[src/rtl/gate_input_debounce.sv]
// Two-channel switch debouncer feeding a downstream gate: each raw level is
// synchronized, then must disagree with the output for STABLE_CYCLES edges in a row before it is accepted.

module gate_input_debounce_chan #(
    parameter int STABLE_CYCLES = 4,
    parameter int CNT_W         = 16
) (
    input  logic             clk,
    input  logic             rst_n,
    input  logic             raw,
    output logic             level,
    output logic             chg
);

    localparam logic [CNT_W-1:0] CNT_LAST = CNT_W'(STABLE_CYCLES - 1);

    logic             s1;
    logic             s2;
    logic [CNT_W-1:0] cnt;
    logic             mismatch;
    logic             expire;

    always_ff @(posedge clk or negedge rst_n) begin
        if (!rst_n) begin
            s1 <= 1'b0;
            s2 <= 1'b0;
        end else begin
            s1 <= raw;
            s2 <= s1;
        end
    end

    assign mismatch = (s2 != level);
    assign expire   = mismatch && (cnt == CNT_LAST);

    // cnt tracks the current mismatch run; it clears on agreement or acceptance, so it never passes CNT_LAST
    always_ff @(posedge clk or negedge rst_n) begin
        if (!rst_n) begin
            cnt   <= '0;
            level <= 1'b0;
            chg   <= 1'b0;
        end else begin
            chg <= expire;
            if (!mismatch || expire) begin
                cnt <= '0;
            end else begin
                cnt <= cnt + CNT_W'(1);
            end
            if (expire) begin
                level <= s2;
            end
        end
    end

endmodule

module gate_input_debounce #(
    parameter int STABLE_CYCLES = 4,
    parameter int CNT_W         = 16
) (
    input  logic clk,
    input  logic rst_n,
    input  logic a_raw,
    input  logic b_raw,
    output logic a,
    output logic b,
    output logic a_chg,
    output logic b_chg
);

    if (STABLE_CYCLES < 2 || 64'(STABLE_CYCLES) > (64'd1 << CNT_W)) begin : g_bad_params
        $error("gate_input_debounce: STABLE_CYCLES must be in [2, 2**CNT_W]");
    end

    gate_input_debounce_chan #(
        .STABLE_CYCLES (STABLE_CYCLES),
        .CNT_W         (CNT_W)
    ) u_chan_a (
        .clk   (clk),
        .rst_n (rst_n),
        .raw   (a_raw),
        .level (a),
        .chg   (a_chg)
    );

    gate_input_debounce_chan #(
        .STABLE_CYCLES (STABLE_CYCLES),
        .CNT_W         (CNT_W)
    ) u_chan_b (
        .clk   (clk),
        .rst_n (rst_n),
        .raw   (b_raw),
        .level (b),
        .chg   (b_chg)
    );

endmodule

[config.mk]
export PLATFORM = sky130hd
export DESIGN_NAME = gate_input_debounce
export DESIGN_NICKNAME = d
export VERILOG_FILES = /design/src/rtl/gate_input_debounce.sv
export SDC_FILE = /design/constraint.sdc
export NUM_CORES = 1
export LEC_CHECK = 0
export ABC_CLOCK_PERIOD_IN_PS = 2000
export CAP_MARGIN = 20
export CELL_PAD_IN_SITES_DETAIL_PLACEMENT = 0
export CELL_PAD_IN_SITES_GLOBAL_PLACEMENT = 2
export CORE_ASPECT_RATIO = 0.8
export CORE_MARGIN = 3
export CORE_UTILIZATION = 40
export DETAILED_ROUTE_END_ITERATION = 10
export GPL_TIMING_DRIVEN = 0
export PLACE_DENSITY = 0.74
export REMOVE_ABC_BUFFERS = 1
export SLEW_MARGIN = 20
export SYNTH_ARGS = -nofsm -noshare
export SYNTH_HDL_FRONTEND = slang
export SYNTH_SLANG_ARGS = --single-unit
[constraint.sdc]
create_clock -name clk -period 2 [get_ports clk]
set_clock_uncertainty 0.1 [all_clocks]
set_input_delay 0.4 -clock clk [delete_from_list [all_inputs] [get_ports clk]]
set_output_delay 0.4 -clock clk [all_outputs]
set_load 0.005 [all_outputs]
# Word-level counts from Yosys, hierarchy flattened
# Index checks and enable logic that the tools add are counted.
# Widths: inputs -> output; s select.
[word_totals]
reg_bits = 40
input_bits = 4
output_inout_bits = 4
elab_cells = 24
[op_classes]
n_addsub = 2
eq_ne = 4
muxes = 2
reduce_logical = 6
[op_table]
columns = ["operator", "count"]
rows = [
  ["$add 16x1->16 const B", 2],
  ["$eq 16x2->1 const B", 2],
  ["$mux 16", 2],
  ["$logic_and 1x1->1", 2],
  ["$logic_not 1->1", 2],
  ["$logic_or 1x1->1", 2],
  ["$ne 1x1->1", 2],
]

# Logic depth before layout (Yosys ltp)
# Gate-level depths: netlist of run 1.
[logic_depth]
word_depth = 4
ltp_mapped = 6
depth_no_buf = 5

# By module
# A second synthesis of run 1 with hierarchy kept.
[unflattened]
cells_unflattened = 172
hier_area_um2 = 1875.5
[by_module_without_submodules]
columns = ["mod", "n_inst", "cells_each", "area_each_um2", "seq_area_each_um2"]
rows = [
  ["gate_input_debounce_chan at u_chan_b", 1, 86, 939.7, 500.5],
  ["gate_input_debounce_chan at u_chan_a", 1, 86, 935.9, 500.5],
]

# Worst setup path before layout of run 1
# No wires, ideal clock.
[synth_path]
path_kind = "register to register"
startpoint = "register u_chan_a.cnt[0]"
endpoint = "register u_chan_a.cnt[13]"
setup_time_ns = 0.119
arrival_time_ns = 1.364
t_required_ns = 1.781
setup_slack_ns = 0.417
path_stages_with_launch = 7
path_buffers = 1
synth_period_minus_slack_ns = 1.583
path_cell_list = "dfrtp_1 ha_1 nor4b_2 nand4_1 nand2_2 buf_6 nor2_1"
[synth_between]
elab_chain_len = 4
word_cells_on_any_way = 5
cone_classes = "1 x add/sub; 1 x eq/ne; 1 x mux; 2 x reduce/logical"
[synth_rtl]
columns = ["element", "line_no", "text"]
rows = [
  ["start: declaration", "19", "logic [CNT_W-1:0] cnt;"],
  ["start signal: assignment", "47", "cnt <= cnt + CNT_W'(1);"],
  ["branches (longest 3 deep; another with $add 16x1->16)", "n/a", ""],
  ["$mux 16 (*)", "44", "if (!mismatch || expire) begin"],
]
# Mark *: on every way between the ends.
# A chain may end at the register's enable or synchronous reset.

# Worst setup path after layout of run 1
[layout_path]
startpoint = "register u_chan_a.cnt[0]"
endpoint = "register u_chan_a.level"
[layout_between]
elab_chain_len = 2
[layout_rtl]
columns = ["element", "line_no", "text"]
rows = [
  ["$eq 16x2->1", "34", "assign expire = mismatch && (cnt == CNT_LAST);"],
  ["$logic_and 1x1->1", "34", ""],
  ["end signal: assignment", "40", "level <= 1'b0;"],
  ["end signal: assignment", "50", "level <= s2;"],
  ["end: declaration", "11", "output logic level,"],
]
# Every way passes these cells.

==> results.md, run 1 <==
- Outcome: finished clean
- Total power: 1.87 mW
- Starting DRT DRC Count: 62
- Antenna violations before repair: 0
- CP endpoint kind: flip-flop
- Worst-skew pair later-pin latency: 0.28 ns
- Synth warn: 0
- Internal power: about 1.3 mW
- Most frequent cell after synthesis: dfrtp_1
- Post-route cell area: roughly 0.0022 mm2
- Avg WL per Cell: between 10 and 15 um
- Placed cells: between 200 and 250
- Rel. slew slack: between 60 and 70%
- Post-DRT Antenna Nets: 0
- Die H: between 60 and 70 um
- Routed wire length: 3.58 mm
- Net Switching: between 500 and 600 uW
- Core ar.: approximately 0.0047 mm2
- # port buffers: 7
- Synth area leader: dfrtp_1
- WP data required: roughly 2.1 ns
- Hold Crit Class: reg2reg
- Die X: ~84 um
- Rows: 22
- Endpoints failing hold: 0
- FF+latch count, synth: 40
- Via/cell ratio: roughly 5.2
- Share of cells above drive strength 1: between 10% and 20%
- Critical path class: reg2reg
- Count of final setup violators: 0
- Period Utilization, post-route: approximately 90%
- Critical Path Source Type: flip-flop
- Placer Congestion: 0.771
- Area delta synth->final: 12.1%
- Leakage power figure: between 0.8 and 0.9 nW
- Clock buffer depth: 2
- Area contributors post-synth: dfrtp_1, xnor2_1, nor2_1
- CTS root buf: clkbuf_8
- CTS tree: yes
- Worst slew pin tran: just under 0.5 ns
- Total GRT Usage: approximately 15%
- DP Area: around 0.0021 mm2
- Final #Nets: around 200
- Yosys top cell area share: between 50% and 60%
- Peak VDD IR: about 480 uV
- Flop pwr share: between 50% and 60%
- Vias in the first global route: 1,357
- Starting Density: 41.9%
- Max Slew Vio Count: 0
- Commonest register cell after synthesis: dfrtp_1
- Total CTS buffers: 5
- Post-synth top cells: dfrtp_1, nor2_1, xnor2_1
- Pre-antenna DRT Iters: 4
- Hold WS: 0.248 ns
- Post-Layout Cell Count: 250
- Vias post-DR: 1,295
- Clk slew on worst S/H paths: around 0.08 ns
- PwrDens: between 800 and 900 mW/mm2
- Ports: 8
- Hold Path Depth: 0
- Register area: 0.00100 mm2
- Ys async rst share: 100%
- Clk pwr share: about 27%
- EDFF count, synth: 0
- Combinational power share: 20.7%
- H-tree depth: 2
- FILL cells: approximately 460
- Maximum fanout along the worst path: 5
- R2R cell count: 4
- Hpwl dp: approximately 2.5 mm
- Synth Cell Area: approximately 0.002 mm2
- RSZ-0062 raised after global routing: yes
- Worst path arrival time: 1.92 ns
- Post-layout min period: about 1.9 ns
- Diodes inserted: 0
- DRC viols: 0
- Post-synthesis cell count: 179
- Max_cap viols: 0
- Max Fclk: about 0.54 GHz
- Sequential share of the synthesized area: about half
- Largest net degree at the start of global routing: 22
- Synth unique cells: 26
- Fin util: between 40% and 50%
- Syn_area_per_cell: ~11 um2
- Sink Count: 40
- First-pass GRT wire length: between 6 and 7 mm
- Footprint of the multi-input gates: 900 um2
- Full die area: 0.00575 mm2
- Gr ovfl total: 0
- Sw Ratio: 31.8%
==> metal layers <==
layer  vias to the layer above  wire length, um  GRT usage, %  share of wire (%)
li1                        632                -             -                  -
met1                       638             1940          20.3                 54
met2                        23             1480          22.1                 41
met3                         2              134          4.09                3.7
met4                         0               24          5.62               0.67
met5                         -                0             0                  0
==> power groups by stage <==
stage | sequential, mW | combinational [mW] | clock, mW
global route | 0.993 | 0.438 | 0.580
floorplan | 0.975 | 0.223 | 0
finish | 0.973 | 0.388 | 0.511
detailed placement | 0.990 | 0.370 | 0
CTS | 0.975 | 0.376 | 0.536
global placement | 0.992 | 0.367 | 0
==> registers in the layout, indices dropped and copies added, names as in the netlist <==
| register | cells |
|---|---|
| u_chan_a.chg | 1 |
| u_chan_a.cnt | 16 |
| u_chan_a.level | 1 |
| u_chan_a.s1 | 1 |
| u_chan_a.s2 | 1 |
| u_chan_b.chg | 1 |
| u_chan_b.cnt | 16 |
| u_chan_b.level | 1 |
| u_chan_b.s1 | 1 |
| u_chan_b.s2 | 1 |
==> cells by family after synthesis <==
| logic type | Yosys count | synth area share, % |
|---|---|---|
| DFF | 40 | 51.4 |
| adders and majority gates | 2 | 1.29 |
| buffers and inverters | 11 | 2.89 |
| muxes | 2 | 1.16 |
| xor gates and xnor gates | 30 | 13.5 |
| and+or+nand+nor | 94 | 29.8 |
==> cells in the final DEF, fill, tap and decap left out, drive strengths merged <==
| cell | count |
|---|---|
| nand2 | 8 |
| nor2 | 35 |
| nor2b | 2 |
| clkinv | 1 |
| clkdlybuf4s50 | 6 |
| clkinvlp | 1 |
| nor4 | 10 |
| ha | 2 |
| dfrtp | 40 |
| mux2 | 2 |
| nor3 | 11 |
| nand3 | 10 |
| inv | 6 |
| nand4 | 13 |
| nor4b | 2 |
| and3 | 2 |
| dlygate4sd3 | 1 |
| xnor2 | 23 |
| xor2 | 7 |
| clkbuf | 5 |
| buf | 2 |
| and4 | 1 |
==> critical path: stages (launching register included) <==
cell	delay, ns
dfrtp_1	0.42
ha_1	0.32
nor4b_2	0.26
nand4_1	0.28
mux2_2	0.35
==> repair_timing <==
item                       in CTS  in global routing
setup endpoints to repair       0                 18
setup buffers                   0                  0
hold buffers                    1                  0
hold endpoints to repair       19                  0
resized for setup               0                  2
==> metrics by stage <==
stage          setup WS (ns)    TNS, ns
2_1_floorplan          0.444          0
3_3_place_gp          -0.569     -22.67
3_5_place_dp           0.105          0
4_1_cts               0.0781          0
5_1_grt            -0.000864  -0.000864
6_report               0.150          0
==> path summary, 6_finish.rpt <==
path                                           startpoint                         end  slack, ns
worst min-delay path                u_chan_b.s1$_DFF_PN0_       u_chan_b.s2$_DFF_PN0_       0.25
worst max-delay path            u_chan_a.cnt[0]$_DFF_PN0_  u_chan_a.level$_DFFE_PN0P_       0.15
worst min register to register      u_chan_b.s1$_DFF_PN0_       u_chan_b.s2$_DFF_PN0_       0.25
min in group asynchronous                           rst_n  u_chan_a.cnt[14]$_DFF_PN0_       0.51
max in group asynchronous                           rst_n   u_chan_a.cnt[4]$_DFF_PN0_       0.83
worst max register to register  u_chan_a.cnt[0]$_DFF_PN0_  u_chan_a.level$_DFFE_PN0P_       0.15
==> final cells by class <==
cell class | count | share of cell area [%]
flip-flops and latches | 40 | 45.9
multi-input cells | 128 | 41.2
repair buffers | 9 | 4.70
well taps | 60 | 3.44
clock buffers | 5 | 3.15
inverters | 6 | 1.03
clock inverters | 2 | 0.573
No activity file was read; power rests on OpenSTA's default activity.
==> inputs of run 2 (changes only) <==
--- a/config.mk
+++ b/config.mk
@@ -14,9 +14,8 @@
 export CORE_UTILIZATION = 40
 export DETAILED_ROUTE_END_ITERATION = 10
 export GPL_TIMING_DRIVEN = 0
-export PLACE_DENSITY = 0.74
+export PLACE_DENSITY = 0.8
 export REMOVE_ABC_BUFFERS = 1
-export SLEW_MARGIN = 20
 export SYNTH_ARGS = -nofsm -noshare
 export SYNTH_HDL_FRONTEND = slang
 export SYNTH_SLANG_ARGS = --single-unit
==> constraint.sdc (replaced) <==
create_clock -name clk -period 2 [get_ports clk]
set_clock_uncertainty 0.1 [all_clocks]
set_input_delay 0.6 -clock clk [delete_from_list [all_inputs] [get_ports clk]]
set_output_delay 0.6 -clock clk [all_outputs]
set_load 0.005 [all_outputs]
==> results.md, run 2 (synthesized netlist as in run 1, its figures left out) <==
- Worst path arrival time: ~1.2 ns
- Count of final setup violators: 0
- Sink Count: 40
- Core ar.: between 0.004 and 0.005 mm2
- H-tree depth: 2
- Maximum fanout along the worst path: 3
- Outcome: finished clean
- RSZ-0062 raised after global routing: no
- Met3 routed wirelength: approximately 130 um
- Full die area: about 0.0057 mm2
- Via/cell ratio: 5.20
- M1 WL: between 1.5 and 2 mm
- Starting Density: between 40% and 50%
- Largest net degree at the start of global routing: 41
- Post-DRT Antenna Nets: 0
- DRC viols: 0
- Crit path depth: 1
- Commonest non-fill, non-tap cell in the layout: dfrtp_1
- Worst slew pin tran: 0.865 ns
- CTS tree: yes
- Ports: 8
- Rel. slew slack: a little over two fifths
- Total GRT Usage: ~14%
- Max Fclk: ~0.53 GHz
- Crit-path cells: clkdlybuf4s50_1
- Fin util: roughly 47%
- Max_cap viols: 0
- Avg WL per Cell: 14.4 um
- Diodes inserted: 0
- Share of cells above drive strength 1: 15.2%
- Rows: 22
- Total power: 2.03 mW
- Placer Congestion: around 0.75
- Post-Layout Cell Count: 251
- WP buf/inv: 1
- Hpwl dp: around 2.4 mm
- Max Slew Vio Count: 0
- Period Utilization, post-route: 94.7%
- Hold Path Depth: 0
- Met2 WL: about 1.5 mm
- Most frequent cells in the layout: dfrtp_1, nor2_1, xnor2_1
- Top sig layer: met4
- Total CTS buffers: 5
- Pre-antenna DRT Iters: 4
- Vias in the first global route: 1,276
- Peak VDD IR: 680 uV
- Crit path largest cell delay: approximately 0.52 ns
- Crit path max-delay family: buffers and inverters
- Routed wire length: roughly 3.6 mm
- Die H: just under 70 um
- # port buffers: 7
- Worst-skew pair later-pin latency: slightly below 0.3 ns
- Critical Path Source Type: flip-flop
- Final setup margin: approximately 0.11 ns
- Crit path max-delay cell type: clkdlybuf4s50_1
- Starting DRT DRC Count: roughly 110
- WP data required: about 1.3 ns
- CTS root buf: clkbuf_8
- Gr ovfl total: 0
- Endpoints failing hold: 0
- First-pass GRT wire length: roughly 6.2 mm
- # hold bufs at CTS: 0
- Clock buffer depth: 2
- Critical path class: reg2out
- Post-layout min period: 1.89 ns
- Pre-CTS setup slack: ~0.1 ns
- Die X: 84 um
- Hold Crit Class: reg2reg
- Area delta synth->final: 12.1%
- FILL cells: approximately 450
- Final #Nets: ~200
- CP endpoint kind: output port
- PwrDens: 931 mW/mm2
- Leakage power figure: slightly below 0.9 nW
- R2R cell count: 5
- Vias post-DR: approximately 1,300
- Biggest regs: u_chan_a.cnt x16, u_chan_b.cnt x16
- Placed cells: 241
- Antenna violations before repair: 0
- Clk slew on worst S/H paths: about 0.08 ns
## run 2: changes by cell type in the layout (fill, tap and decap cells not counted), sizes merged
cell / before / now
dlygate4sd3: 1 / 0
nand2: 8 / 9
bufinv: 0 / 1
## run 2: cell type report
| cell class | instances | area, um2 | area share [%] |
|---|---|---|---|
| repair buffers | 8 | 72.6 | 3.32 |
| inverters | 6 | 22.5 | 1.03 |
| flip-flops and latches | 40 | 1000 | 45.8 |
| clock buffers | 5 | 68.8 | 3.15 |
| multi-input cells | 129 | 901 | 41.3 |
| well taps | 60 | 75.1 | 3.44 |
| clock inverters | 3 | 42.5 | 1.95 |
## run 2: report_power, final
| part | switching (mW) | internal (mW) |
|---|---|---|
| combinational | 0.242 | 0.154 |
| sequential | 0.0985 | 0.882 |
| clock | 0.286 | 0.369 |
## run 2: final timing paths
path / startpoint / endpoint / slack (ns)
setup / recovery: u_chan_b.level$_DFFE_PN0P_ / b / 0.11
hold / removal: u_chan_a.s1$_DFF_PN0_ / u_chan_a.s2$_DFF_PN0_ / 0.26
setup reg to reg: u_chan_b.cnt[0]$_DFF_PN0_ / u_chan_b.cnt[15]$_DFF_PN0_ / 0.17
hold reg to reg: u_chan_a.s1$_DFF_PN0_ / u_chan_a.s2$_DFF_PN0_ / 0.26
max in group asynchronous: rst_n / u_chan_b.cnt[2]$_DFF_PN0_ / 0.94
min in group asynchronous: rst_n / u_chan_b.cnt[13]$_DFF_PN0_ / 0.31
## run 2: through the flow
step	hold WS (ns)	cell area, um2	TNS, ns
2_1_floorplan	0.204	1910	0
3_3_place_gp	0.240	2060	-29.50
3_5_place_dp	0.237	2050	0
4_1_cts	0.265	2160	0
5_1_grt	0.281	2180	0
6_report	0.259	2180	0
## run 2: metal layers
metal	track usage, %	vias up
met1	20.0	647
met5	0	-
met2	19.1	18
li1	-	635
met4	5.22	0
met3	3.73	4
## run 2: timing repair
item,in CTS,in global routing
resized for setup,0,1
setup endpoints to repair,0,15
setup buffers,0,1
